$ cat src/rtl/i2c_cfg_sequencer.sv
// Register-table bring-up sequencer: walks a ROM of {addr, data} entries and drives a
// single-register I2C engine per entry, with optional readback verify and bounded retries.
module i2c_cfg_sequencer #(
   parameter int unsigned LUT_SIZE  = 64,
   parameter int unsigned IDX_W     = 8,
   parameter bit          VERIFY    = 1'b1,
   parameter int unsigned MAX_RETRY = 3,
   parameter logic [7:0]  DEVICE_ID = 8'h78,
   parameter bit          ADDR_MODE = 1'b1
) (
   input  logic             clk_i,
   input  logic             rst_i,
   input  logic             start_i,
   output logic             busy_o,
   output logic             done_o,
   output logic             error_o,
   output logic [IDX_W-1:0] err_cnt_o,
   output logic [IDX_W-1:0] err_index_o,
   output logic [IDX_W-1:0] lut_index_o,
   input  logic [23:0]      lut_data_i,
   output logic             wrreg_req_o,
   output logic             rdreg_req_o,
   output logic [15:0]      addr_o,
   output logic             addr_mode_o,
   output logic [7:0]       wrdata_o,
   output logic [7:0]       device_id_o,
   input  logic [7:0]       rddata_i,
   input  logic             rw_done_i,
   input  logic             ack_i
);

   localparam logic [IDX_W-1:0] LAST_IDX  = IDX_W'(LUT_SIZE - 1);
   localparam logic [IDX_W-1:0] CNT_MAX   = {IDX_W{1'b1}};
   localparam logic [3:0]       RETRY_LIM = 4'(MAX_RETRY);

   typedef enum logic [3:0] {
      S_IDLE    = 4'd0,
      S_FETCH   = 4'd1,
      S_LATCH   = 4'd2,
      S_WR_REQ  = 4'd3,
      S_WR_WAIT = 4'd4,
      S_RD_REQ  = 4'd5,
      S_RD_WAIT = 4'd6,
      S_FAIL    = 4'd7,
      S_NEXT    = 4'd8,
      S_FIN     = 4'd9
   } state_t;

   state_t           state_q, state_d;
   logic [IDX_W-1:0] idx_q, idx_d;
   logic [15:0]      addr_q, addr_d;
   logic [7:0]       wrdata_q, wrdata_d;
   logic [3:0]       retry_q, retry_d;
   logic             err_q, err_d;
   logic [IDX_W-1:0] err_cnt_q, err_cnt_d;
   logic [IDX_W-1:0] err_idx_q, err_idx_d;
   logic             busy_q, busy_d;
   logic             done_q, done_d;
   logic             wr_q, wr_d;
   logic             rd_q, rd_d;
   logic             rd_ok_s;

   assign rd_ok_s = !ack_i && (rddata_i == wrdata_q);

   // State register
   always_ff @(posedge clk_i or posedge rst_i) begin
      if (rst_i) begin
         state_q <= S_IDLE;
      end else begin
         state_q <= state_d;
      end
   end

   // Next-state logic; RW_Done outside the two wait states falls through unused
   always_comb begin
      state_d = state_q;
      case (state_q)
         S_IDLE:    state_d = start_i ? S_FETCH : S_IDLE;
         S_FETCH:   state_d = S_LATCH;
         S_LATCH:   state_d = S_WR_REQ;
         S_WR_REQ:  state_d = S_WR_WAIT;
         S_WR_WAIT: begin
            if (!rw_done_i) begin
               state_d = S_WR_WAIT;
            end else if (ack_i) begin
               state_d = S_FAIL;
            end else begin
               state_d = VERIFY ? S_RD_REQ : S_NEXT;
            end
         end
         S_RD_REQ:  state_d = S_RD_WAIT;
         S_RD_WAIT: begin
            if (!rw_done_i) begin
               state_d = S_RD_WAIT;
            end else begin
               state_d = rd_ok_s ? S_NEXT : S_FAIL;
            end
         end
         S_FAIL:    state_d = (retry_q < RETRY_LIM) ? S_WR_REQ : S_NEXT;
         S_NEXT:    state_d = (idx_q == LAST_IDX) ? S_FIN : S_FETCH;
         S_FIN:     state_d = S_IDLE;
         default:   state_d = S_IDLE;
      endcase
   end

   // Outputs decoded from the next state so they register in step with the FSM
   always_comb begin
      busy_d = (state_d != S_IDLE) && (state_d != S_FIN);
      done_d = (state_d == S_FIN);
      wr_d   = (state_d == S_WR_REQ);
      rd_d   = (state_d == S_RD_REQ);
   end

   // Datapath next-state: index walk, entry latch, retry and failure logging
   always_comb begin
      idx_d     = idx_q;
      addr_d    = addr_q;
      wrdata_d  = wrdata_q;
      retry_d   = retry_q;
      err_d     = err_q;
      err_cnt_d = err_cnt_q;
      err_idx_d = err_idx_q;
      case (state_q)
         S_IDLE: begin
            if (start_i) begin
               idx_d     = '0;
               retry_d   = 4'd0;
               err_d     = 1'b0;
               err_cnt_d = '0;
               err_idx_d = '0;
            end else begin
               idx_d = idx_q;
            end
         end
         S_LATCH: begin
            addr_d   = lut_data_i[23:8];
            wrdata_d = lut_data_i[7:0];
         end
         S_FAIL: begin
            if (retry_q < RETRY_LIM) begin
               retry_d = retry_q + 4'd1;
            end else begin
               err_d     = 1'b1;
               err_idx_d = err_q ? err_idx_q : idx_q;
               err_cnt_d = (err_cnt_q == CNT_MAX) ? err_cnt_q : err_cnt_q + IDX_W'(1);
            end
         end
         S_NEXT: begin
            retry_d = 4'd0;
            if (idx_q != LAST_IDX) begin
               idx_d = idx_q + IDX_W'(1);
            end else begin
               idx_d = idx_q;
            end
         end
         default: begin
            idx_d = idx_q;
         end
      endcase
   end

   // Datapath and output registers
   always_ff @(posedge clk_i or posedge rst_i) begin
      if (rst_i) begin
         idx_q     <= '0;
         addr_q    <= 16'h0000;
         wrdata_q  <= 8'h00;
         retry_q   <= 4'd0;
         err_q     <= 1'b0;
         err_cnt_q <= '0;
         err_idx_q <= '0;
         busy_q    <= 1'b0;
         done_q    <= 1'b0;
         wr_q      <= 1'b0;
         rd_q      <= 1'b0;
      end else begin
         idx_q     <= idx_d;
         addr_q    <= addr_d;
         wrdata_q  <= wrdata_d;
         retry_q   <= retry_d;
         err_q     <= err_d;
         err_cnt_q <= err_cnt_d;
         err_idx_q <= err_idx_d;
         busy_q    <= busy_d;
         done_q    <= done_d;
         wr_q      <= wr_d;
         rd_q      <= rd_d;
      end
   end

   assign busy_o      = busy_q;
   assign done_o      = done_q;
   assign error_o     = err_q;
   assign err_cnt_o   = err_cnt_q;
   assign err_index_o = err_idx_q;
   assign lut_index_o = idx_q;
   assign wrreg_req_o = wr_q;
   assign rdreg_req_o = rd_q;
   assign addr_o      = addr_q;
   assign wrdata_o    = wrdata_q;
   assign addr_mode_o = ADDR_MODE;
   assign device_id_o = DEVICE_ID;

endmodule

$ cat config.mk
export PLATFORM = sky130hd
export DESIGN_NAME = i2c_cfg_sequencer
export DESIGN_NICKNAME = d
export VERILOG_FILES = /design/src/rtl/i2c_cfg_sequencer.sv
export SDC_FILE = /design/constraint.sdc
export NUM_CORES = 1
export LEC_CHECK = 0
export BUFFER_PORTS_ARGS = -buffer_cell sky130_fd_sc_hd__buf_2
export CORE_MARGIN = 4
export CORE_UTILIZATION = 50
export CTS_CLUSTER_DIAMETER = 200
export CTS_CLUSTER_SIZE = 28
export DETAILED_ROUTE_END_ITERATION = 10
export HOLD_SLACK_MARGIN = 0.1
export PLACE_DENSITY = 0.88
export SLEW_MARGIN = 20
export SYNTH_ARGS = -nofsm -noshare
export SYNTH_HDL_FRONTEND = slang
export SYNTH_SLANG_ARGS = --single-unit
export TNS_END_PERCENT = 10
$ cat constraint.sdc
create_clock -name clk_i -period 5.7 [get_ports clk_i]
set_clock_uncertainty 0.05 [all_clocks]
set_input_delay 1.14 -clock clk_i [delete_from_list [all_inputs] [get_ports clk_i]]
set_output_delay 1.14 -clock clk_i [all_outputs]
set_load 0.01 [all_outputs]
==> results.cfg <==
[sta]
fin_ws_ns = 3.34
fin_crit_sh = 0.413
timing.fmax_mhz = 424
worst_pin_slew_ns = 0.753
finalHoldViolations = 0
hold-worst-slack_ns = 0.431
drv_slew = 0
fin_setup_tns_ns = 0
fin_crit_ns = 2.36
timing.slew.headroom = 0.498
finalSetupViolations = 0
rsz0062_at_grt = false

[global_routing]
grt_max_degree = 62
overflow = 0
track_usage = 0.179
grt_pass1_wl_um = 10200
antenna_found_initial = 0
grt_pass1_vias = 2202

[worst_setup_path]
path_max_fanout = 3
setup.worst_path.end_class = register
cpMaxStageDelayCell = or4_4
cp_num_buf_inv = 1
worstPathRequired_ns = 5.85
cpLargestDelayFamily = simple AND/OR/NAND/NOR gates
critical_path_depth = 6
worstRegToRegCells = 5
crit_chain = buf_2 -> xnor2_1 -> nand3_1 -> or4_4 -> a221oi_2 -> a41oi_1
start_kind = input port
cpPeakStageDelay_ns = 0.51
crit_type = in -> reg
cp_data_arrival_time_ns = 2.50

[pwr]
vdd_drop_max_uv = 318
p_leak_nw = 1.75
pwr_density_cell_nw_per_um2 = 512
cell_internal_pwr_mw = 1.12
p_comb_frac = 0.379
p_switching_uw = 685
p_total_mw = 1.80
clkPwrFrac = 0.189
seq_power_share = 0.431
p_sw_frac = 0.380

[floorplanning]
dieWidth_um = 83.7
rows = 27
floorplan.initialDensity = 0.516
ios = 99
coreArea_um2 = 5540
die_h_um = 83.7
design.die.area_um2 = 7000

[synth]
synth.area.mux_share = 0.0979
synth.avg_cell_area_um2 = 11.2
netlist_instances = 256
synthAdderAreaFrac = 0.0131
ys.flop_type = dfrtp_1
synth_edf_count = 0
synthSimpleGateAreaFrac = 0.159
ys_warn_count = 0
synth_seq_cells = 61
syn_area_um2 = 2860
yosysSeqAreaShare = 0.533
synth_compound_area_frac = 0.0848
ys_types = 49
synth_async_sr_flop_share = 1.00
synth_top_family_by_area = simple AND/OR/NAND/NOR gates
synth-xor-area-share = 0.0612

[drt]
drtIter0Drc = 59
via_per_inst = 5.16
vias = 2192
postRouteAntennaNets = 0
wl_per_cell_um = 14.0
wl_um = 5930
drt_pass1_iterations = 4
drc = 0

[cells_and_area]
drive_gt1_frac = 0.331
antenna_cells = 0
final_core_util = 0.635
num-fill-cells = 428
final_area_um2 = 3520
nNetsFinal = 388
regArea_um2 = 1530
area_delta_synth_final_pct = 23.0
multi_input_area_um2 = 1230
instances_no_fill = 425

[outcome]
status = completed

[clock_tree]
ctsRootBufferMaster = clkbuf_8
postCtsResizedCells = 0
numCtsBuffers = 9
cts_tree = done
hold_buffers = 0
ctsLongestPathBuffers = 2
clock-sinks = 61
cts.clk_slew.worst_paths_ns = 0.06
insertion_delay_ns = 0.34
cts_setup_buffers = 0
h-tree-depth = 3

[hold_path]
hp-class = reg -> reg
hold_path_depth = 1

[placed_design]
place.detailed.hpwl_um = 4290
placed_cells = 408
port_buffers = 89
dp_slack_ns = 2.98
gp_congestion = 0.830
place_area_um2 = 3330

[flow_run]
drv_cap = 0
power groups by stage:
stage                     combinational, mW  sequential [mW]  clock, mW
final                                 0.683            0.778      0.341
after global routing                  0.763            0.809      0.373
after CTS                             0.690            0.777      0.351
after detailed placement              0.687            0.782          0
after global placement                0.661            0.772          0
after floorplan                       0.384            0.826          0
flip-flops by register name, indices dropped and copies added, names as in the netlist, 4 cells and up:
register     cells
err_index_o      8
wrdata_o         8
state_q          4
retry_q          4
lut_index_o      8
err_cnt_o        8
addr_o          16
worst reg2reg max path, stage by stage (launching register included):
cell	delay (ns)
dfrtp_1	0.53
nor2_1	0.23
nand3_1	0.55
a211oi_1	0.46
xnor2_1	0.15
nor2_1	0.05
Yosys cell counts (all sizes together), types with 2 or more instances:
library cell   n  area [µm²]
a211oi         5        42.5
a21o           2        15.0
a21oi          2        10.0
a31oi          2        27.5
and2           4        25.0
and3           4        25.0
buf           14        98.8
clkbuf         3        11.3
conb           2        7.51
dfrtp         61        1530
ha             3        37.5
inv            7        26.3
mux2          24         270
nand2         25        93.8
nand2b         5        31.3
nand3         11        55.1
nand4          6        37.5
nor2          17        63.8
nor3           4        25.0
nor3b          2        15.0
o21ai         14        70.1
xnor2         13         114
xor2           7        61.3
routing by layer:
metal | routed length [µm] | GRT usage | share of wire | vias up
li1 | - | - | - | 1058
met1 | 2600 | 0.228 | 0.44 | 1021
met2 | 2630 | 0.263 | 0.44 | 102
met3 | 591 | 0.0691 | 0.10 | 11
met4 | 110 | 0.0936 | 0.019 | 0
met5 | 0 | 0 | 0 | -
final cells by class:
cell class	instances	share of cell area
Sequential cell	61	0.434
Multi-Input combinational cell	178	0.350
Timing Repair Buffer	91	0.133
Clock buffer	11	0.0430
Tap cell	72	0.0256
Inverter	7	0.00747
Clock inverter	5	0.00711
path summary, 6_finish.rpt:
path,end,from,slack [ns]
setup / recovery,busy_o,rddata_i[6],3.34
hold / removal,addr_o[13],addr_o[13],0.43
setup reg to reg,err_cnt_o[6],state_q[3],3.54
hold reg to reg,addr_o[13],addr_o[13],0.43
max in group asynchronous,retry_q[2],rst_i,4.14
min in group asynchronous,wrdata_o[0],rst_i,0.96
cells by family after synthesis:
family / count (synthesis)
multiplexers: 25
flip-flops: 61
AND/OR/NAND/NOR: 88
XOR/XNOR: 20
other: 2
AO/OA/AOI/OAI: 33
adder cells (fa/ha/maj): 3
buffers and inverters: 24
layout by cell type (no fill, tap or decap), drive strengths merged, types with 6 or more instances in the layout:
master  count
o21ai      14
buf        91
nand4       6
dfrtp      61
nand3      11
xor2        7
conb        9
clkbuf     11
nor2       17
inv         7
mux2       24
nand2      25
xnor2      13
(Power assumes the default switching activity.)
